==> config.mk <==
export PLATFORM = sky130hd
export DESIGN_NAME = image_translate_stream_flat
export DESIGN_NICKNAME = d
export VERILOG_FILES = /design/src/rtl/image_translate_stream_if.sv /design/src/rtl/image_translate_stream.sv /design/src/flat_wrapper.sv
export SDC_FILE = /design/constraint.sdc
export NUM_CORES = 1
export LEC_CHECK = 0
export BUFFER_PORTS_ARGS = -buffer_cell sky130_fd_sc_hd__buf_2
export CAP_MARGIN = 10
export CELL_PAD_IN_SITES_DETAIL_PLACEMENT = 1
export CELL_PAD_IN_SITES_GLOBAL_PLACEMENT = 2
export CORE_MARGIN = 3
export CORE_UTILIZATION = 35
export CTS_BUF_LIST = sky130_fd_sc_hd__clkbuf_8
export CTS_CLUSTER_SIZE = 40
export DETAILED_ROUTE_END_ITERATION = 8
export GPL_TIMING_DRIVEN = 0
export PLACE_DENSITY_LB_ADDON = 0.12
export SLEW_MARGIN = 15
export SYNTH_ARGS = -nofsm -noshare
export SYNTH_HDL_FRONTEND = slang
export SYNTH_SLANG_ARGS = --single-unit
==> constraint.sdc <==
create_clock -name clk -period 3.9 [get_ports clk]
set_input_delay 0.195 -clock clk [delete_from_list [all_inputs] [get_ports clk]]
set_output_delay 0.195 -clock clk [all_outputs]
set_load 0.02 [all_outputs]
==> src/rtl/image_translate_stream_if.sv <==
// image_translate_stream_if: pixel stream bundle (input beat side and shifted output side)
interface image_translate_stream_if #(
    parameter int DATA_WIDTH = 8,
    parameter int CHANNELS   = 3,
    parameter int CW         = 10
);
    logic                           s_valid;
    logic                           s_ready;
    logic [CHANNELS*DATA_WIDTH-1:0] s_data;
    logic                           s_sof;
    logic                           s_eol;
    logic                           m_valid;
    logic                           m_ready;
    logic [CHANNELS*DATA_WIDTH-1:0] m_data;
    logic [CW-1:0]                  m_x;
    logic [CW-1:0]                  m_y;
    logic                           m_inb;
    modport slave (
        input  s_valid, s_data, s_sof, s_eol, m_ready,
        output s_ready, m_valid, m_data, m_x, m_y, m_inb
    );
    modport master (
        output s_valid, s_data, s_sof, s_eol, m_ready,
        input  s_ready, m_valid, m_data, m_x, m_y, m_inb
    );
endinterface

==> src/rtl/image_translate_stream.sv <==
// image_translate_stream: raster stream translator with per-frame signed shifts and flag/drop/wrap modes
module image_translate_stream #(
    parameter int DATA_WIDTH = 8,
    parameter int CHANNELS   = 3,
    parameter int IMG_WIDTH  = 640,
    parameter int IMG_HEIGHT = 480,
    parameter int CW         = 10
) (
    input  logic               clk,
    input  logic               rst,
    input  logic signed [CW:0] cfg_shift_x,
    input  logic signed [CW:0] cfg_shift_y,
    input  logic [1:0]         cfg_mode,
    image_translate_stream_if.slave bus,
    output logic               frame_err
);
    localparam int DW = CHANNELS * DATA_WIDTH;
    localparam logic [CW-1:0] X_LAST = CW'(IMG_WIDTH - 1);
    localparam logic [CW-1:0] Y_LAST = CW'(IMG_HEIGHT - 1);
    localparam logic signed [CW+1:0] W_S = (CW+2)'(IMG_WIDTH);
    localparam logic signed [CW+1:0] H_S = (CW+2)'(IMG_HEIGHT);
    localparam logic [1:0] MODE_DROP = 2'd1;
    localparam logic [1:0] MODE_WRAP = 2'd2;

    typedef enum logic {IDLE, ACTIVE} state_t;
    state_t state, state_nx;

    logic [CW-1:0]        x_cnt, y_cnt, bx, by, x_nx, y_nx;
    logic signed [CW:0]   lat_sx, lat_sy, use_sx, use_sy;
    logic [1:0]           lat_mode, use_mode;
    logic                 accept, take, err;
    logic                 s1_valid, s1_out, s2_free, s1_inb, s1_drop, s1_wrap;
    logic [DW-1:0]        s1_data;
    logic signed [CW+1:0] s1_sx, s1_sy;
    logic [1:0]           s1_mode;
    logic [CW-1:0]        s1_wx, s1_wy;

    assign accept      = bus.s_valid & bus.s_ready;
    assign take        = accept & (bus.s_sof | state == ACTIVE);
    assign s2_free     = !bus.m_valid | bus.m_ready;
    // A dropped beat leaves S1 without needing S2, so DROP never stalls the input
    assign s1_out      = s1_valid & (s1_drop | s2_free);
    assign bus.s_ready = !rst & (!s1_valid | s1_out);

    always_ff @(posedge clk) begin
        if (rst) state <= IDLE;
        else     state <= state_nx;
    end

    always_comb begin
        bx       = bus.s_sof ? '0 : x_cnt;
        by       = bus.s_sof ? '0 : y_cnt;
        use_sx   = bus.s_sof ? cfg_shift_x : lat_sx;
        use_sy   = bus.s_sof ? cfg_shift_y : lat_sy;
        use_mode = bus.s_sof ? cfg_mode : lat_mode;
        err      = take & ((bus.s_eol != (bx == X_LAST)) | (bus.s_sof & state == ACTIVE));
        x_nx     = bus.s_eol ? '0 : (bx == X_LAST ? bx : bx + 1'b1);
        y_nx     = bus.s_eol ? (by == Y_LAST ? '0 : by + 1'b1) : by;
        state_nx = state;
        if (take) state_nx = (bus.s_eol & by == Y_LAST) ? IDLE : ACTIVE;
    end

    always_ff @(posedge clk) begin
        if (rst) begin
            x_cnt     <= '0;
            y_cnt     <= '0;
            lat_sx    <= '0;
            lat_sy    <= '0;
            lat_mode  <= '0;
            frame_err <= 1'b0;
            s1_valid  <= 1'b0;
            s1_data   <= '0;
            s1_sx     <= '0;
            s1_sy     <= '0;
            s1_mode   <= '0;
        end else begin
            frame_err <= err;
            if (take) begin
                x_cnt <= x_nx;
                y_cnt <= y_nx;
            end
            if (take & bus.s_sof) begin
                lat_sx   <= cfg_shift_x;
                lat_sy   <= cfg_shift_y;
                lat_mode <= cfg_mode;
            end
            if (bus.s_ready) begin
                s1_valid <= take;
                if (take) begin
                    s1_data <= bus.s_data;
                    s1_sx   <= $signed({2'b00, bx}) + $signed({use_sx[CW], use_sx});
                    s1_sy   <= $signed({2'b00, by}) + $signed({use_sy[CW], use_sy});
                    s1_mode <= use_mode;
                end
            end
        end
    end

    // |shift| is below the image size, so a single add or subtract lands back in range
    always_comb begin
        s1_inb  = !s1_sx[CW+1] & (s1_sx < W_S) & !s1_sy[CW+1] & (s1_sy < H_S);
        s1_wrap = s1_mode == MODE_WRAP;
        s1_drop = s1_mode == MODE_DROP & !s1_inb;
        s1_wx   = CW'(s1_sx[CW+1] ? s1_sx + W_S : (s1_sx >= W_S ? s1_sx - W_S : s1_sx));
        s1_wy   = CW'(s1_sy[CW+1] ? s1_sy + H_S : (s1_sy >= H_S ? s1_sy - H_S : s1_sy));
    end

    always_ff @(posedge clk) begin
        if (rst) begin
            bus.m_valid <= 1'b0;
            bus.m_data  <= '0;
            bus.m_x     <= '0;
            bus.m_y     <= '0;
            bus.m_inb   <= 1'b0;
        end else if (s2_free) begin
            bus.m_valid <= s1_valid & !s1_drop;
            if (s1_valid & !s1_drop) begin
                bus.m_data <= s1_data;
                bus.m_x    <= s1_wrap ? s1_wx : s1_sx[CW-1:0];
                bus.m_y    <= s1_wrap ? s1_wy : s1_sy[CW-1:0];
                bus.m_inb  <= s1_wrap | s1_inb;
            end
        end
    end
endmodule

==> src/flat_wrapper.sv <==
// flat-port wrapper written by rule: the top's interface ports become plain ports
module image_translate_stream_flat 
#(
    parameter int DATA_WIDTH = 8,
    parameter int CHANNELS   = 3,
    parameter int IMG_WIDTH  = 640,
    parameter int IMG_HEIGHT = 480,
    parameter int CW         = 10
)
  (clk, rst, cfg_shift_x, cfg_shift_y, cfg_mode, frame_err, bus_s_valid, bus_s_data, bus_s_sof, bus_s_eol, bus_m_ready, bus_s_ready, bus_m_valid, bus_m_data, bus_m_x, bus_m_y, bus_m_inb);
  image_translate_stream_if #(.DATA_WIDTH(DATA_WIDTH), .CHANNELS(CHANNELS), .CW(CW)) bus_i ();
  input  logic clk;
  input  logic rst;
  input  logic signed [CW:0] cfg_shift_x;
  input  logic signed [CW:0] cfg_shift_y;
  input  logic [1:0] cfg_mode;
  output logic frame_err;
  input wire logic [$bits(bus_i.s_valid)-1:0] bus_s_valid;
  input wire logic [$bits(bus_i.s_data)-1:0] bus_s_data;
  input wire logic [$bits(bus_i.s_sof)-1:0] bus_s_sof;
  input wire logic [$bits(bus_i.s_eol)-1:0] bus_s_eol;
  input wire logic [$bits(bus_i.m_ready)-1:0] bus_m_ready;
  output wire logic [$bits(bus_i.s_ready)-1:0] bus_s_ready;
  output wire logic [$bits(bus_i.m_valid)-1:0] bus_m_valid;
  output wire logic [$bits(bus_i.m_data)-1:0] bus_m_data;
  output wire logic [$bits(bus_i.m_x)-1:0] bus_m_x;
  output wire logic [$bits(bus_i.m_y)-1:0] bus_m_y;
  output wire logic [$bits(bus_i.m_inb)-1:0] bus_m_inb;
  assign bus_i.s_valid = bus_s_valid;
  assign bus_i.s_data = bus_s_data;
  assign bus_i.s_sof = bus_s_sof;
  assign bus_i.s_eol = bus_s_eol;
  assign bus_i.m_ready = bus_m_ready;
  assign bus_s_ready = bus_i.s_ready;
  assign bus_m_valid = bus_i.m_valid;
  assign bus_m_data = bus_i.m_data;
  assign bus_m_x = bus_i.m_x;
  assign bus_m_y = bus_i.m_y;
  assign bus_m_inb = bus_i.m_inb;
  image_translate_stream #(.DATA_WIDTH(DATA_WIDTH), .CHANNELS(CHANNELS), .IMG_WIDTH(IMG_WIDTH), .IMG_HEIGHT(IMG_HEIGHT), .CW(CW)) u_core (.clk(clk), .rst(rst), .cfg_shift_x(cfg_shift_x), .cfg_shift_y(cfg_shift_y), .cfg_mode(cfg_mode), .bus(bus_i), .frame_err(frame_err));
endmodule
---- Yosys cells after proc, flatten, opt, wreduce, memory -nomap -nowiden ----
Index checks and enable logic that the tools add are counted.
word-level totals
  logic and storage cells ................. 78
  output and inout bits ................... 48
  register bits ........................... 143
  input port bits ......................... 54
operators by class
  reduce and logical (&&, ||, !) cells .... 9
  muxes and demuxes ....................... 16
  bitwise gates (word level) .............. 19
  order comparisons ....................... 4
  add/sub/neg operators ................... 8
  eq/ne operators ......................... 5
operators by type and width
  operator                                               number
  two-way mux 10 bit                                     12
  adder 11 x 11 -> 12 bit                                2
  two-way mux 11 bit                                     2
  adder 10 x 1 -> 10 bit, second input constant          2
  adder 10 bit, second input constant                    2
  subtractor 10 bit, second input constant               2
  AND 1 bit                                              13
  >= comparator 12 x 10 -> 1 bit, second input constant  1
  >= comparator 12 x 11 -> 1 bit, second input constant  1
  < comparator 12 x 10 -> 1 bit, second input constant   1
  < comparator 12 x 11 -> 1 bit, second input constant   1
  equality test 10 bit, second input constant            1
  equality test 10 x 9 -> 1 bit, second input constant   1
  zero test 1 bit                                        7
  OR 1 bit                                               6
  AND reduction 2 bit                                    2
  equality test 2 x 1 -> 1 bit, second input constant    1
  equality test 2 bit, second input constant             1
  two-way mux 2 bit                                      1
  two-way mux 1 bit                                      1
  != test 1 bit                                          1

---- Depth between registers and ports, before layout ----
Gate-level depths: netlist of the first run.
  depth in word-level cells ............... 13
  mapped depth ............................ 11
  mapped depth without buffers ............ 8

---- Least setup slack after synthesis of the first run ----
No wires, ideal clock.
  path type ............................... input-to-reg
  start point ............................. input port bus_s_sof
  end point ............................... register u_core.s1_sx[10]
  setup time .............................. 123 ps
  arrival time ............................ 3063 ps
  cell stages on the path ................. 11
  data required time ...................... 3777 ps
  slack ................................... 714 ps
  path buffers ............................ 3
  cells stage by stage .................... clkbuf_1 buf_1 buf_1 mux2_2 ha_1 fa_1 a211oi_1 o211ai_1 a221oi_1 xnor2_1 o21ai_0
between the ends
  word-level cells in the longest chain between the ends .. 3
  elaborated cells between the ends (all ways) .. 6
  classes of those cells .................. add/sub: 1; mux: 2; bitwise: 2; reduce/logical: 1
ends and longest elaborated chain
  what                                                                             RTL line                      source
  start: declaration                                                               flat_wrapper.sv:20            input wire logic [$bits(bus_i.s_sof)-1:0] bus_s_sof;
  parallel branches: the longest is 3 deep, another holds adder 11 x 11 -> 12 bit  --
  end signal: assignment                                                           image_translate_stream.sv:91  s1_sx <= $signed({2'b00, bx}) + $signed({use_sx[CW], use_sx});
  end: declaration                                                                 image_translate_stream.sv:34  logic signed [CW+1:0] s1_sx, s1_sy;
Several ways; the timed one is not identified.
A chain may end at the register's enable or synchronous reset.

---- Final worst setup path of the first run ----
  start point ............................. input port bus_s_sof
  end point ............................... register u_core.s1_sy[10]
between the ends
  word-level cells in the longest chain between the ends .. 3
  elaborated cells between the ends (all ways) .. 6
  classes of those cells .................. add/sub: 1; mux: 2; bitwise: 2; reduce/logical: 1
ends and longest elaborated chain
  what                                                                             RTL line                      source
  parallel branches: the longest is 3 deep, another holds adder 11 x 11 -> 12 bit  --
  end signal: assignment                                                           image_translate_stream.sv:92  s1_sy <= $signed({2'b00, by}) + $signed({use_sy[CW], use_sy});
  end: declaration                                                                 image_translate_stream.sv:34
Several ways; the timed one is not identified.

==> results of run 1 <==
-- worst paths after layout --
| kind | start | endpoint | cells past startpoint |
|---|---|---|---|
| worst max-delay path | bus_s_sof | u_core.s1_sy[10]$_SDFFE_PP0P_ | 11 |
| worst min register to register | u_core.bus.m_data[12]$_SDFFE_PP0P_ | u_core.bus.m_data[12]$_SDFFE_PP0P_ | 2 |
| worst min-delay path | cfg_shift_y[3] | u_core.lat_sy[3]$_SDFFE_PP0P_ | 3 |
| worst max register to register | u_core.s1_sx[11]$_SDFFE_PP0P_ | u_core.s1_sx[11]$_SDFFE_PP0P_ | 8 |
-- sequential cells by signal, summed over array words and instances, names as in the netlist --
register            flops
u_core.bus.m_inb        1
u_core.frame_err        1
u_core.bus.m_valid      1
u_core.s1_mode          2
u_core.bus.m_x         10
u_core.s1_sx           12
u_core.s1_valid         1
u_core.bus.m_data      24
u_core.s1_sy           12
u_core.x_cnt           10
u_core.lat_mode         2
u_core.y_cnt           10
u_core.lat_sx          11
u_core.state            1
u_core.bus.m_y         10
u_core.lat_sy          11
u_core.s1_data         24
-- area by class of cell --
type	count	area (um^2)
Sequential cell	143	2860
Inverter	16	60.1
Clock buffer	18	248
Multi-Input combinational cell	629	3880
Fill cell	2379	10900
Tap cell	265	332
Timing Repair Buffer	143	931
Clock inverter	14	166
Buffer	51	245
-- cells by family after synthesis --
group / count (synthesis) / synth area share
AND/OR/NAND/NOR: 310 / 0.200
AO/OA/AOI/OAI: 214 / 0.189
flip-flops: 143 / 0.406
buffers and inverters: 68 / 0.0432
multiplexers: 52 / 0.0778
adder cells (fa/ha/maj): 29 / 0.0536
XOR/XNOR: 24 / 0.0298
-- worst max-delay path, stage by stage --
cell and delay, ns:
buf_2 0.30, buf_2 0.34, buf_2 0.38, mux2_2 0.39, ha_1 0.26, fa_1 0.48, a211oi_1 0.42, o21ai_0 0.24
a41oi_1 0.33, xnor2_1 0.16, o21ai_0 0.09
-- per-layer routing --
metal | GRT usage | vias to the layer above
met5 | 0 | -
met4 | 0.0647 | 0
met3 | 0.0399 | 31
met2 | 0.383 | 160
met1 | 0.281 | 3235
li1 | - | 3293
-- stage by stage --
stage	utilization	hold WS (ns)
after floorplan	-	0.331
after global placement	0.402	0.438
after detailed placement	0.402	0.445
after CTS	0.445	0.0103
after global routing	0.445	0.0170
final	0.445	0.0154
-- power breakdown --
group          switching (uW)  leakage (uW)  total, uW  internal (uW)
Clock                     618      0.000200       1270            648
Sequential               34.1       0.00116       1540           1510
Combinational             252       0.00220        421            170
-- what timing repair did --
action | CTS | global route
hold buffers | 43 | 0
endpoints found under the hold margin | 43 | 0
pin swaps | 0 | 0
resized for setup | 4 | 0
setup endpoints to repair | 6 | 1
-- cells in the final DEF (no fill, tap or decap), types with 26 or more instances in the layout --
master	synthesis	layout
o21ai_0	31	31
nand3_1	26	26
dfxtp_1	143	143
nor2_1	55	55
buf_2	20	123
mux2i_1	30	30
dlygate4sd3_1	0	43
ha_1	27	27
a21oi_1	101	101
nand2_1	156	156
==> qor.yml, run 1 <==
run_status:
  status: "completed"
detailed_routing:
  drt_first_pass_iters: 5
  dr_total_vias: 6719
  ant_nets: 0
  wl_per_cell_um: 18.7
  top_layer: "met4"
  drc: 0
  viasPerCell: 5.25
  dr_wl_met2_um: 11500
  routed-wl-met3_um: 1130
  wl_met1_um: 10800
  wirelength_um: 23900
  drtIter0Drc: 242
synthesis:
  yosys.area.top_type: "dfxtp_1"
  ys_seq_area_frac: 0.406
  yosys_warnings: 0
  yosysMostFrequentCell: "nand2_1"
  syn_area_um2: 7040
  synth_area_leaders: "dfxtp_1 (41%), nand2_1 (8.3%), a21oi_1 (7.2%)"
  syn-instance-count: 840
  syn_avg_cell_area_um2: 8.39
  synth_nets: 923
  synth-seq-cells: 143
  synth-edff-count: 0
  ys_types: 59
  synth_top_area_frac: 0.406
  synth_flop_cell: "dfxtp_1"
  synthTopCellsByCount: "nand2_1 (156), dfxtp_1 (143), a21oi_1 (101), nor2_1 (55), o21ai_0 (31)"
  async_flop_share: 0
timing:
  finalHoldViolations: 0
  slew_viol_final: 0
  rsz0062_at_grt: "no"
  tightest_slew_ns: 1.01
  max_freq_mhz: 308
  maxSlewHeadroom: 0.314
  fin_crit_ns: 3.25
  setup_ws_ns: 0.653
  worst_clock_skew_ns: 0.0160
  setup_viol: 0
  fin_crit_sh: 0.832
  tns_ns: 0
global_route:
  antenna_found_initial: 0
  grt_pass1_wl_um: 38300
  grt_max_degree: 17
  grt_pass1_vias: 7093
  grt_overflow_total: 0
  grt_usage: 0.221
cells_and_area:
  area_delta_synth_final_pct: 23.8
  final_cells: 1279
  post-route-cell-area_um2: 8720
  antenna_cells: 0
  fin_nets: 1084
  drive_above_1_share: 0.183
cts:
  clockBufferDepth: 2
  h-tree-depth: 4
  clock-sinks: 143
  postCtsSetupBuffers: 0
  numCtsBuffers: 17
  clock_latency_ns: 0.46
  cts_tree: "yes"
  clk_pin_slew_ns: 0.09
  cts_root_buffer: "clkbuf_8"
critical_path:
  critical_path_class: "in -> reg"
  rrSetupSlack_ns: 1.06
  cp_max_fo: 16
  end_kind: "flip-flop"
  crit_arrival_ns: 3.58
  crit_required_ns: 4.24
  startpoint_type: "primary input"
floorplan:
  dieArea_um2: 21900
  pin_count: 102
  start_util: 0.360
  rows: 51
  die_width_um: 148
  core_um2: 19600
  dieHeight_um: 148
power_and_ir_drop:
  power_density_nw_per_um2: 370
  ir_worst_vdd_v: 0.000208
  p_leak_uw: 0.00356
  totalPowerFinal_uw: 3230
placement:
  dpl_worst_slack_ns: -0.765
  placed_area_um2: 7880
  dp_hpwl_um: 17700
  io_buffer_count: 100
  gp_congestion: 0.895
  placed_cells: 1205
worst_hold_path:
  min_path_type: "in -> reg"
job:
  drv_cap: 0
Power figures use the tool's default switching activity.
==> run 2, diff against run 1 <==
clock period = 3.3 ns   (was 3.9 ns; I/O delays follow)
==> qor.yml, run 2 (synthesis gave the netlist of run 1 again) <==
run_status:
  status: "completed"
cells_and_area:
  fin_nets: 1089
  drive_above_1_share: 0.185
  fill_cells: 2375
  post-route-cell-area_um2: 8790
  reg_top3: "u_core.bus.m_data (24), u_core.s1_data (24)"
  regArea_um2: 2860
  antenna_cells: 0
  multi_input_area_um2: 3890
  area_delta_synth_final_pct: 24.7
  final_common_cell: "nand2_1"
  final_cells: 1284
  layout_common_cells: "nand2_1 (156), dfxtp_1 (143), buf_2 (122)"
critical_path:
  max_stage_delay_ns: 0.49
  startpoint_type: "primary input"
  reg2reg_depth: 8
  crit_arrival_ns: 3.40
  end_kind: "flip-flop"
  crit_end: "u_core.s1_sy[10]$_SDFFE_PP0P_"
  cp-startpoint: "bus_s_sof"
  r2r_end: "u_core.s1_sx[11]$_SDFFE_PP0P_"
  crit_path_cell_trace: "buf_2, buf_2, clkbuf_4, mux2_2, ha_1, fa_1, a211oi_2, o21ai_0, a41oi_1, xnor2_1, o21ai_0"
  worstReg2RegStart: "u_core.s1_sx[11]$_SDFFE_PP0P_"
  critPathSlowestCell: "fa_1"
  crit_required_ns: 3.64
  rrSetupSlack_ns: 0.45
  critical_path_class: "in -> reg"
  cp_max_fo: 16
timing:
  slew_viol_final: 0
  tns_ns: 0
  rsz0062_at_grt: "no"
  max_freq_mhz: 327
  setup_viol: 0
  tightest_slew_ns: 1.01
  fin_crit_ns: 3.06
  maxSlewHeadroom: 0.315
  worst_clock_skew_ns: 0.0152
  finalHoldViolations: 0
  fin_crit_sh: 0.928
floorplan:
  start_util: 0.360
  dieArea_um2: 21900
  rows: 51
  pin_count: 102
  core_um2: 19600
  dieHeight_um: 148
  die_width_um: 148
detailed_routing:
  viasPerCell: 5.28
  drtIter0Drc: 330
  drt_first_pass_iters: 5
  wl_per_cell_um: 18.7
  dr_total_vias: 6782
  wirelength_um: 24000
  drc: 0
  ant_nets: 0
global_route:
  grt_pass1_wl_um: 38300
  grt_max_degree: 17
  antenna_found_initial: 0
  grt_overflow_total: 0
  grt_usage: 0.221
  grt_pass1_vias: 7093
cts:
  h-tree-depth: 4
  postCtsSetupBuffers: 0
  numCtsBuffers: 17
  clock_latency_ns: 0.45
  clock-sinks: 143
  cts_tree: "yes"
  clk_pin_slew_ns: 0.08
  clockBufferDepth: 2
  cts_root_buffer: "clkbuf_8"
placement:
  io_buffer_count: 100
  placed_cells: 1205
  dp_hpwl_um: 17700
  gp_congestion: 0.895
  placed_area_um2: 7880
power_and_ir_drop:
  power_density_nw_per_um2: 435
  ir_worst_vdd_v: 0.000246
  p_leak_uw: 0.00359
job:
  drv_cap: 0
worst_hold_path:
  min_path_type: "in -> reg"
## run 2: changes by cell type in the layout (fill, tap and decap cells not counted), sizes merged
cell and delta:
buf -1, clkbuf +1, dlygate4sd3 +5
## run 2: area by class of cell
type                            instances  share of cell area
Multi-Input combinational cell        629               0.442
Sequential cell                       143               0.326
Timing Repair Buffer                  148               0.112
Tap cell                              265              0.0377
Buffer                                 51              0.0283
Clock buffer                           18              0.0282
Clock inverter                         14              0.0189
Inverter                               16             0.00684
## run 2: how the worst min path moves through the flow
stage	to	start	slack, ns	cells after the start
after global placement	u_core.lat_sx[0]$_SDFFE_PP0P_	cfg_shift_x[0]	0.41	3
after global routing	u_core.bus.m_valid$_SDFFE_PP0P_	bus_m_ready	0.13	3
after CTS	u_core.bus.m_valid$_SDFFE_PP0P_	bus_m_ready	0.09	3
final	u_core.bus.m_valid$_SDFFE_PP0P_	bus_m_ready	0.11	3
after detailed placement	u_core.s1_data[22]$_SDFFE_PP0P_	bus_s_data[22]	0.42	3
after floorplan	u_core.s1_data[0]$_SDFFE_PP0P_	bus_s_data[0]	0.30	2
## run 2: routing by layer
metal	track usage	vias up	wire (um)
met5	0	-	0
met4	0.0559	0	299
met3	0.0377	27	990
met2	0.387	153	11700
met1	0.282	3298	11000
li1	-	3304	-
## run 2: report_power, final
group | total, uW | switching, uW | internal (uW)
clock network | 1500 | 731 | 766
registers | 1820 | 40.5 | 1780
logic | 504 | 299 | 205
total | 3820 | 1070 | 2750
## run 2: what timing repair did
item,CTS,global route
gates resized for setup,4,5
setup endpoints to repair,17,3
hold buffers,48,0
hold endpoints to repair,48,0
## run 2: critical path, delay by kind of cell
kind            cells  cell delay, ns
buf+inv             3            1.00
compound gates      4            0.94
mux                 1            0.37
fa+ha+maj           2            0.74
xor+xnor            1            0.16
## run 2: per-stage QoR
stage                     setup slack, ns  power [uW]  hold slack (ns)   util
after floorplan                     0.144        2140            0.301      -
after global placement              -1.25        2310            0.409  0.402
after detailed placement            -1.34        2320            0.415  0.402
after CTS                          0.0676        3870           0.0886  0.448
after global routing               0.0598        3990            0.126  0.448
final                               0.239        3820            0.109  0.448
